==> src/rtl/seven_segment_pkg.sv <==
// Shared constants for the four-digit seven-segment driver: active-low hex glyphs
// (bit order gfedcba) and the "all dark" patterns for segments and digit enables.
package seven_segment_pkg;

  localparam logic [6:0] SEG_OFF = 7'h7F;
  localparam logic [3:0] EN_OFF  = 4'hF;

  localparam logic [6:0] GLYPHS [16] = '{
    7'h40, 7'h79, 7'h24, 7'h30,
    7'h19, 7'h12, 7'h02, 7'h78,
    7'h00, 7'h10, 7'h08, 7'h03,
    7'h46, 7'h21, 7'h06, 7'h0E
  };

  function automatic logic [6:0] hex_glyph(input logic [3:0] value);
    return GLYPHS[value];
  endfunction

endpackage

==> src/rtl/seven_segment.sv <==
// Time-multiplexed four-digit hex driver for a common-anode display.
// The top two refresh-counter bits pick the digit; enables and glyph register together.
module seven_segment
  import seven_segment_pkg::*;
#(
  parameter int REFRESH_BITS = 18
) (
  input  logic       clk,
  input  logic       rst_n,
  input  logic       blank,
  input  logic [3:0] digit3,
  input  logic [3:0] digit2,
  input  logic [3:0] digit1,
  input  logic [3:0] digit0,
  output logic       a,
  output logic       b,
  output logic       c,
  output logic       d,
  output logic       e,
  output logic       f,
  output logic       g,
  output logic       numsl0,
  output logic       numsl1,
  output logic       numsl2,
  output logic       numsl3
);

  logic [REFRESH_BITS-1:0] cnt_reg;
  logic [1:0]              sel;
  logic [3:0]              digits [4];
  logic [3:0]              en_next;
  logic [6:0]              seg_next;
  logic [3:0]              en_reg;
  logic [6:0]              seg_reg;

  assign sel       = cnt_reg[REFRESH_BITS-1 -: 2];
  assign digits[0] = digit0;
  assign digits[1] = digit1;
  assign digits[2] = digit2;
  assign digits[3] = digit3;

  generate
    for (genvar gi = 0; gi < 4; gi++) begin : g_enable
      assign en_next[gi] = (sel != 2'(gi));
    end
  endgenerate

  always_comb begin
    seg_next = hex_glyph(digits[sel]);
    if (blank) begin
      seg_next = SEG_OFF;
    end
  end

  // Enable and glyph share one register stage, so a digit switch never shows a stale glyph.
  always_ff @(posedge clk) begin
    if (!rst_n) begin
      cnt_reg <= '0;
      en_reg  <= EN_OFF;
      seg_reg <= SEG_OFF;
    end else begin
      cnt_reg <= cnt_reg + REFRESH_BITS'(1);
      en_reg  <= en_next;
      seg_reg <= seg_next;
    end
  end

  assign {g, f, e, d, c, b, a}            = seg_reg;
  assign {numsl3, numsl2, numsl1, numsl0} = en_reg;

endmodule

==> config.mk <==
export PLATFORM = sky130hd
export DESIGN_NAME = seven_segment
export DESIGN_NICKNAME = d
export VERILOG_FILES = /design/src/rtl/seven_segment_pkg.sv /design/src/rtl/seven_segment.sv
export SDC_FILE = /design/constraint.sdc
export NUM_CORES = 1
export LEC_CHECK = 0
export CORE_ASPECT_RATIO = 1.1
export CORE_MARGIN = 2
export CORE_UTILIZATION = 53
export CTS_BUF_LIST = sky130_fd_sc_hd__clkbuf_16
export CTS_CLUSTER_DIAMETER = 200
export DETAILED_ROUTE_END_ITERATION = 8
export GPL_TIMING_DRIVEN = 1
export PLACE_DENSITY = 0.85
export SLEW_MARGIN = 40
export SYNTH_ARGS = -nofsm -noshare
export SYNTH_HDL_FRONTEND = slang
export SYNTH_SLANG_ARGS = --single-unit
==> constraint.sdc <==
create_clock -name clk -period 6.1 [get_ports clk]
set_input_delay 1.22 -clock clk [delete_from_list [all_inputs] [get_ports clk]]
set_output_delay 1.22 -clock clk [all_outputs]
set_load 0.1 [all_outputs]
==> summary.md, run 1 <==
| Metric | Value |
|---|---|
| Pre-CTS setup slack | `between 2000 and 3000 ps` |
| FF-to-FF setup slack | `around 3700 ps` |
| DIE AREA | `3080 um2` |
| Gr usage total | `0.240` |
| Clk pwr share | `0.465` |
| Synth top area share | `0.412` |
| Fin Setup TNS | `0 ps` |
| Max FFs per register | `18` |
| Sw Pwr | `123 uW` |
| RSZ-0062 raised after global routing | `no` |
| P&R area growth vs syn | `26.4%` |
| CTS clk-pin slew, worst paths | `around 50 ps` |
| Layout Nets | `a little under 200` |
| Register area share after synthesis | `0.412` |
| Drt initial violations | `20` |
| Final hold violations | `0` |
| Part of the power in combinational logic | `0.130` |
| Max-slew headroom | `0.678` |
| Worst VDD drop | `0.235 mV` |
| Fin cells | `204` |
| Clock skew | `2.12 ps` |
| Largest net degree at the start of global routing | `15` |
| Cell count after synthesis | `143` |
| Layout Utilization | `0.706` |
| Number of global-route vias before repair | `1,192` |
| Maxcap violations | `0` |
| WL/cell | `14.7 um` |
| Fill count | `a little under 200` |
| Clk sink count | `29` |
| Outcome | `complete, no violations` |
| Count of buffers from port buffering | `29` |
| # hold bufs at CTS | `0` |
| Post-Syn Area per Cell | `a little under 10 um2` |
| Async set-reset flop share out of synthesis | `0` |
| Critical Path AT | `3270 ps` |
| Inserted Diodes | `0` |
| Int Power | `364 uW` |
| Row count | `19` |
| Core area | `2520 um2` |
| CP endpoint kind | `flip-flop` |
| Die Y | `between 50 and 60 um` |
| Final Cycle Share | `0.510` |
| Max Slew Vio Count | `0` |
| Antenna-violating nets left | `0` |
| Placer Congestion | `0.840` |
| Sw frac | `0.252` |
| CP Launch Type | `input pin` |
| Reg power frac | `0.405` |
| Total number of vias | `1,148` |
| CTS Buffer Depth | `2` |
| First-pass GRT wire length | `5.24 mm` |
| Slowest-stage cell, CP | `mux4_1` |
| Post-synthesis register bit count | `29` |
| H-Tree Depth | `2` |
| Setup bufs post-CTS | `0` |
| Endpoints failing setup | `0` |
| Num CTS Buffers | `5` |
| Antenna violations before repair | `0` |
| Initial Util | `0.559` |
| Crit path cell chain | `clkdlybuf4s50_1, mux4_1, inv_1, ha_1, inv_1, mux4_2, or2_1` |
| Period minus WS final | `3110 ps` |
| Total congestion overflow | `0` |
| Worst-Margin Slew | `between 400 and 500 ps` |
| Post-CTS sizing | `0` |
| Crit path required time | `6260 ps` |
| Most area-consuming cells after synthesis | `dfxtp_1, ha_1, mux4_1` |
| Leakage | `~0.00068 uW` |
| Fmax | `0.322 GHz` |
| Wirelength, routed | `about 3.0 mm` |
| Biggest area consumer among synthesized cells | `dfxtp_1` |
| Die width | `53.1 um` |
| Post-route DRC | `0` |
| CTS tree | `yes` |
| CP Max Fanout | `5` |
| Worst Slack Setup Final | `~3000 ps` |
| Dpl cells | `196` |
| Critical Path Max Stage Delay | `about 610 ps` |
| EDFF count, synth | `0` |
| Vias/cell | `5.63` |
| Post-Synthesis Cell Area | `around 1400 um2` |
| Worst skew pair latency | `270 ps` |
| Min-Delay Path Class | `reg -> reg` |
| Drt first pass iters | `4` |
| Layout cell share with drive strength beyond 1 | `0.133` |
| Most frequent CP cell | `inv_1` |
| Top Ports | `30` |
| Worst Path Class, Setup | `in -> reg` |
| Unique masters post-synth | `36` |
| Pwr Density | `roughly 270 nW/um2` |
| DP Wirelength | `2.12 mm` |
| Root Buffer Master | `clkbuf_16` |
| Primary FF master, synth | `dfxtp_1` |
| Yosys warns | `0` |
| Mapped Nets | `169` |
## layout make-up
type                            instances  area (um2)  area share
Timing Repair Buffer                   29         235       0.132
Tap cell                               31        38.8      0.0218
Sequential cell                        29         581       0.326
Multi-Input combinational cell        100         759       0.427
Clock buffer                            5         125      0.0703
Inverter                                7        26.3      0.0148
Clock inverter                          3        13.8     0.00774
## worst max-delay path, delay by kind of cell
kind | cells | cell delay, ps
adders and majority gates | 1 | 160
muxes | 2 | 1030
and+or+nand+nor | 1 | 210
buffers and inverters | 3 | 640
## layout by cell type, fill, tap and decap left out, drive strengths merged, types with 5 or more instances in the layout
cell type | synthesis | layout
nor2 | 12 | 12
inv | 7 | 8
clkbuf | 4 | 5
nand3 | 8 | 8
nand2 | 8 | 8
and2 | 5 | 5
clkdlybuf4s50 | 0 | 18
o21ai | 6 | 6
ha | 7 | 7
xor2 | 8 | 8
dfxtp | 29 | 29
buf | 3 | 11
mux4 | 5 | 5
## power groups by stage
stage                     clock [uW]  sequential (uW)  combinational, uW
after floorplan                    0              225               20.1
after global placement             0              200               63.7
after detailed placement           0              201               62.4
after CTS                        230              197               63.4
after global routing             241              197               67.8
final                            226              197               63.4
## routing by layer
layer	up-vias	global-route usage	part of all wire
met5	-	0	0
met4	0	0.121	0.034
met3	11	0.0902	0.058
met2	32	0.411	0.51
met1	533	0.252	0.40
li1	572	-	-
## cell usage after synthesis, types with 3 or more instances
library cell and number:
ha_1 7, inv_1 7, mux4_1 3, and2_1 4, nand2_1 8, nand3_1 8, dfxtp_1 29, nand4_1 4
a21oi_1 4, o31ai_1 3, o21ai_0 6, clkbuf_1 4, xor2_1 8, nor2_1 12, nand2b_1 4, a31oi_1 3
xnor2_1 3
## path summary, 6_finish.rpt
path	end	cells past startpoint	start
hold reg to reg	cnt_reg[0]	1	cnt_reg[0]
setup / recovery	seg_reg[3]	7	digit1[0]
setup reg to reg	seg_reg[3]	6	cnt_reg[16]
hold / removal	cnt_reg[0]	1	cnt_reg[0]
## kinds of logic after synthesis
kind of cell / synth area share
buffers and inverters: 0.0480
adders and majority gates: 0.0622
xor gates and xnor gates: 0.0684
muxes: 0.110
AOI/OAI and AO/OA: 0.0978
and+or+nand+nor: 0.201
DFF: 0.412
## metrics by stage
| stage | cell area (um2) | power, uW | hold WS (ps) |
|---|---|---|---|
| 2_1_floorplan | 1410 | 245 | 414 |
| 3_3_place_gp | 1700 | 264 | 423 |
| 3_5_place_dp | 1640 | 263 | 434 |
| 4_1_cts | 1780 | 490 | 441 |
| 5_1_grt | 1780 | 506 | 477 |
| 6_report | 1780 | 487 | 442 |
No activity file was read; power rests on OpenSTA's default activity.
==> run 2: changes to the inputs <==
- CORE_UTILIZATION: 53 -> 50
- PLACE_DENSITY: 0.85 -> 0.81
- clock period: 6.1 -> 3.22 ns (I/O delays scaled with it)
==> run 2 against run 1 <==
Hold slack worse by 2.1 ps. Setup slack worse by 2300 ps. Register-to-register slack worse by 2900 ps. Final cell count is 0.98% higher. Clock power is 92% higher. Wire length is 2.8% lower. Combinational power is 94% higher. Non-clock buffer count stayed put.
==> summary.md, run 2 (synthesized netlist as in run 1, its figures left out) <==
| Metric | Value |
|---|---|
| DP Wirelength | `about 2.1 mm` |
| Post-CTS sizing | `0` |
| Period minus WS final | `2520 ps` |
| Total number of vias | `between 1,000 and 1,500` |
| Dpl cells | `198` |
| FF-to-FF path depth | `6` |
| Int Power | `692 uW` |
| Final Cycle Share | `0.784` |
| Die Y | `59.7 um` |
| Crit path required time | `3380 ps` |
| CTS tree | `yes` |
| Worst Slack Setup Final | `696 ps` |
| Reg power frac | `0.401` |
| Largest net degree at the start of global routing | `15` |
| Top Ports | `30` |
| Sw frac | `0.256` |
| Hold Path Origin | `cnt_reg[0]` |
| Root Buffer Master | `clkbuf_16` |
| Num CTS Buffers | `5` |
| Worst Path Class, Setup | `in -> reg` |
| H-Tree Depth | `2` |
| Most frequent CP cell | `inv_1` |
| Die width | `~55 um` |
| Worst skew pair latency | `around 280 ps` |
| Maxcap violations | `0` |
| RR Startpoint | `cnt_reg[16]` |
| Pre-CTS setup slack | `430 ps` |
| Crit path cell chain | `clkdlybuf4s50_1, mux4_1, inv_1, ha_1, inv_1, mux4_2, or2_1` |
| Row count | `20` |
| Max Slew Vio Count | `0` |
| First-pass GRT wire length | `4.93 mm` |
| Levels on crit path | `7` |
| CTS Buffer Depth | `2` |
| Number of global-route vias before repair | `~1,200` |
| Layout cell share with drive strength beyond 1 | `0.127` |
| Antenna violations before repair | `0` |
| Core area | `~2700 um2` |
| Max-slew headroom | `0.717` |
| WL/cell | `14.1 um` |
| Part of the power in combinational logic | `0.132` |
| Outcome | `complete, no violations` |
| Overall Power | `931 uW` |
| Slowest-stage cell, CP | `mux4_1` |
| P&R area growth vs syn | `28.4%` |
| Multi-input gate area | `~760 um2` |
| Most frequent cells in the layout | `dfxtp_1, clkdlybuf4s50_1, nor2_1` |
| Layout Nets | `198` |
| RSZ-0062 raised after global routing | `no` |
| Critical Path Max Stage Delay | `slightly above 600 ps` |
| Fill count | `219` |
| Fmax | `approximately 0.4 GHz` |
| Placed cell area | `1670 um2` |
| Fin Setup TNS | `0 ps` |
| Hold path endpoint | `cnt_reg[0]` |
| Drt first pass iters | `5` |
| Setup bufs post-CTS | `0` |
| CTS clk-pin slew, worst paths | `about 50 ps` |
| Total congestion overflow | `0` |
| Family with the most delay on the worst path | `multiplexers` |
| Clk pwr share | `0.467` |
| Worst-Margin Slew | `424 ps` |
| Min-Delay Path Class | `reg -> reg` |
| Sw Pwr | `238 uW` |
| CP Max Fanout | `6` |
| Sequential Area | `581 um2` |
| Fin cells | `206` |
| Clk sink count | `29` |
| Clock skew | `6.01 ps` |
| Gr usage total | `0.221` |
| Antenna-violating nets left | `0` |
| Max FFs per register | `18` |
| Inserted Diodes | `0` |
| Worst VDD drop | `0.467 mV` |
| Vias/cell | `5.59` |
| CP Launch Type | `input pin` |
| Final hold violations | `0` |
| Wirelength, routed | `2.91 mm` |
| Most common cell after layout, fill and taps aside | `dfxtp_1` |
| Count of buffers from port buffering | `29` |
| Critical path buffers and inverters | `3` |
| FF-to-FF setup slack | `870 ps` |
| # hold bufs at CTS | `0` |
| DIE AREA | `approximately 3300 um2` |
| Leakage | `0.000696 uW` |
| Pwr Density | `515 nW/um2` |
| Initial Util | `0.516` |
| Post-route DRC | `0` |
| Critical R2R Capture | `seg_reg[3]` |
| Endpoints failing setup | `0` |
| Drt initial violations | `16` |
| Hold depth | `1` |
| Post-route cell area | `1810 um2` |
| Placer Congestion | `0.847` |
| CP endpoint kind | `flip-flop` |
| Critical Path AT | `2690 ps` |
[run 2: final cells by class]
class / instances / area share
Multi-Input combinational cell: 100 / 0.420
Sequential cell: 29 / 0.321
Timing Repair Buffer: 29 / 0.145
Clock buffer: 5 / 0.0692
Tap cell: 33 / 0.0228
Inverter: 7 / 0.0145
Clock inverter: 3 / 0.00692
[run 2: worst max path at each step]
stage	from	end	slack [ps]
floorplan	digit1[1]	seg_reg[3]	950
global placement	digit1[1]	seg_reg[3]	500
detailed placement	digit1[1]	seg_reg[3]	430
CTS	digit1[1]	seg_reg[3]	700
global route	digit1[1]	seg_reg[3]	600
finish	digit1[1]	seg_reg[3]	700
[run 2: power groups by stage]
| stage | Combinational [uW] | Sequential, uW | Clock (uW) |
|---|---|---|---|
| floorplan | 38.1 | 426 | 0 |
| global placement | 120 | 380 | 0 |
| detailed placement | 122 | 380 | 0 |
| CTS | 123 | 373 | 437 |
| global route | 132 | 374 | 459 |
| finish | 123 | 373 | 434 |
[run 2: metrics by stage]
stage / hold WS [ps] / utilization
3_3_place_gp: 427 / 0.612
5_1_grt: 475 / 0.663
2_1_floorplan: 414 / -
6_report: 440 / 0.663
4_1_cts: 445 / 0.663
3_5_place_dp: 438 / 0.612
[run 2: per-layer routing]
layer | routed length [um] | GRT usage
met5 | 0 | 0
met4 | 79 | 0.146
met3 | 176 | 0.0950
met2 | 1510 | 0.369
met1 | 1150 | 0.216
==> run 3: changes to the inputs <==
- CORE_UTILIZATION: 50 -> 45
- PLACE_DENSITY: 0.81 -> 0.77
- clock period: 3.22 -> 2.1 ns (I/O delays scaled with it)
==> run 3 against run 2 <==
Power rose by 56%. Combinational power grew 76%. Via count is 7.7% higher. Die area rose by 10%. Register-to-register slack worse by 780 ps. Setup slack lost 600 ps. Sequential power up 53%. Cell area is 9.6% higher. Critical path type is now reg -> reg. Critical endpoint unchanged. Largest cell class unchanged.
==> summary.md, run 3 (synthesized netlist as in run 1, its figures left out) <==
| Metric | Value |
|---|---|
| Outcome | `complete, no violations` |
| Capture point of the worst path | `seg_reg[3]` |
| Period minus WS final | `2010 ps` |
| Crit path required time | `2260 ps` |
| Pre-CTS setup slack | `-357 ps` |
| Clock skew | `between 2 and 2.5 ps` |
| DIE AREA | `3590 um2` |
| CTS clk-pin slew, worst paths | `50 ps` |
| Multi-input gate area | `between 700 and 800 um2` |
| Inserted Diodes | `0` |
| Core area | `3020 um2` |
| Max FFs per register | `18` |
| Pwr Density | `around 730 nW/um2` |
| # hold bufs at CTS | `0` |
| CP Max Fanout | `4` |
| Fmax | `0.498 GHz` |
| Row count | `21` |
| Max-slew headroom | `0.727` |
| Worst skew pair latency | `270 ps` |
| Sequential Area | `~600 um2` |
| WL/cell | `14.6 um` |
| Top Ports | `30` |
| First-pass GRT wire length | `around 5.3 mm` |
| RR Startpoint | `cnt_reg[16]` |
| Min-Delay Path Class | `reg -> reg` |
| CP Launch Type | `flip-flop` |
| Number of global-route vias before repair | `1,268` |
| DP Wirelength | `2.42 mm` |
| RSZ-0062 raised after global routing | `no` |
| H-Tree Depth | `2` |
| CP endpoint kind | `flip-flop` |
| Post-route cell area | `1980 um2` |
| Worst Slack Setup Final | `91.6 ps` |
| Final Cycle Share | `0.956` |
| Most frequent cells in the layout | `buf_4, dfxtp_1, nor2_1` |
| Antenna-violating nets left | `0` |
| Critical Path AT | `2170 ps` |
| Root Buffer Master | `clkbuf_16` |
| Die width | `about 57 um` |
| Placed cell area | `1790 um2` |
| Most common cell after layout, fill and taps aside | `buf_4` |
| Clk sink count | `29` |
| Crit path cell chain | `mux4_2, inv_2, ha_4, inv_1, mux4_2, or2_1` |
| Num CTS Buffers | `5` |
| Worst VDD drop | `0.690 mV` |
| Count of buffers from port buffering | `29` |
| Layout Nets | `between 200 and 250` |
| Final hold violations | `0` |
| Most frequent CP cell | `mux4_2` |
| Placer Congestion | `0.780` |
| Initial Util | `0.466` |
| Worst-Margin Slew | `409 ps` |
| Layout Utilization | `0.656` |
| CTS Buffer Depth | `2` |
| Largest net degree at the start of global routing | `15` |
| FF-to-FF path depth | `6` |
| Max Slew Vio Count | `0` |
| Worst Path Class, Setup | `reg -> reg` |
| Critical Path Max Stage Delay | `570 ps` |
| Endpoints failing setup | `0` |
| Layout cell share with drive strength beyond 1 | `0.272` |
| Drt initial violations | `34` |
| Total congestion overflow | `0` |
| Drt first pass iters | `4` |
| FF-to-FF setup slack | `90 ps` |
| Total number of vias | `1,240` |
| Vias/cell | `5.51` |
| Wirelength, routed | `3.29 mm` |
| Die Y | `62.7 um` |
| Hold slack | `442 ps` |
| Post-route DRC | `0` |
| Antenna violations before repair | `0` |
| P&R area growth vs syn | `40.8%` |
| CTS tree | `yes` |
| Slowest-stage cell, CP | `mux4_2` |
| Fin Setup TNS | `0 ps` |
| Leakage | `0.000835 uW` |
| Gr usage total | `0.197` |
| Fill count | `between 200 and 250` |
| Maxcap violations | `0` |
| Critical R2R Capture | `seg_reg[3]` |
| Critical Path Source | `cnt_reg[16]` |
-- run 3: changes by cell type in the layout (fill, tap and decap cells not counted), moves of 3 or more --
| cell | previous run | this run |
|---|---|---|
| ha_2 | 0 | 3 |
| dlygate4sd2_1 | 0 | 3 |
| ha_1 | 7 | 3 |
| clkdlybuf4s50_1 | 18 | 10 |
| dlymetal6s2s_1 | 0 | 5 |
| buf_4 | 11 | 29 |
-- run 3: report_power, final --
group	switching [uW]	internal, uW	total [uW]	leakage (uW)
sequential	6.41	565	571	0.000237
combinational	129	87.3	217	0.000523
clock	237	428	665	0.0000748
-- run 3: metal layers --
| metal | up-vias | share of wire | global-route usage |
|---|---|---|---|
| li1 | 604 | - | - |
| met1 | 590 | 0.39 | 0.197 |
| met2 | 38 | 0.52 | 0.343 |
| met3 | 8 | 0.060 | 0.0642 |
| met4 | 0 | 0.028 | 0.122 |
| met5 | - | 0 | 0 |
-- run 3: layout make-up --
cell class | count | share of cell area
clock buffer | 5 | 0.0631
clock inverter | 3 | 0.00694
inverter | 7 | 0.0133
multi-input combinational | 100 | 0.395
sequential | 29 | 0.295
tap | 34 | 0.0215
timing repair buffer | 47 | 0.205
-- run 3: how the worst min path moves through the flow --
| stage | startpoint | endpoint | slack [ps] | cells after the start |
|---|---|---|---|---|
| 2_1_floorplan | cnt_reg[0] | cnt_reg[0] | 410 | 1 |
| 3_3_place_gp | cnt_reg[0] | cnt_reg[0] | 420 | 1 |
| 3_5_place_dp | cnt_reg[0] | cnt_reg[0] | 430 | 1 |
| 4_1_cts | cnt_reg[0] | cnt_reg[0] | 450 | 1 |
| 5_1_grt | cnt_reg[0] | cnt_reg[0] | 490 | 1 |
| 6_report | cnt_reg[0] | cnt_reg[0] | 440 | 1 |
-- run 3: timing repair --
action                                  CTS  global route
pin swaps                                 1             2
buffers inserted                          1             0
endpoints found under the setup margin    2             4
gates resized for setup                  11             7
-- run 3: worst max-delay path: cells and delay by family (launching register included) --
kind,cells,cell delay [ps]
DFF,1,380
and+or+nand+nor,1,230
buffers and inverters,2,150
adders and majority gates,1,140
muxes,2,1000
-- run 3: stage by stage --
step / total power (uW) / cells
floorplan: 712 / 143
global placement: 791 / 216
detailed placement: 795 / 216
CTS: 1460 / 225
global route: 1500 / 225
finish: 1450 / 225
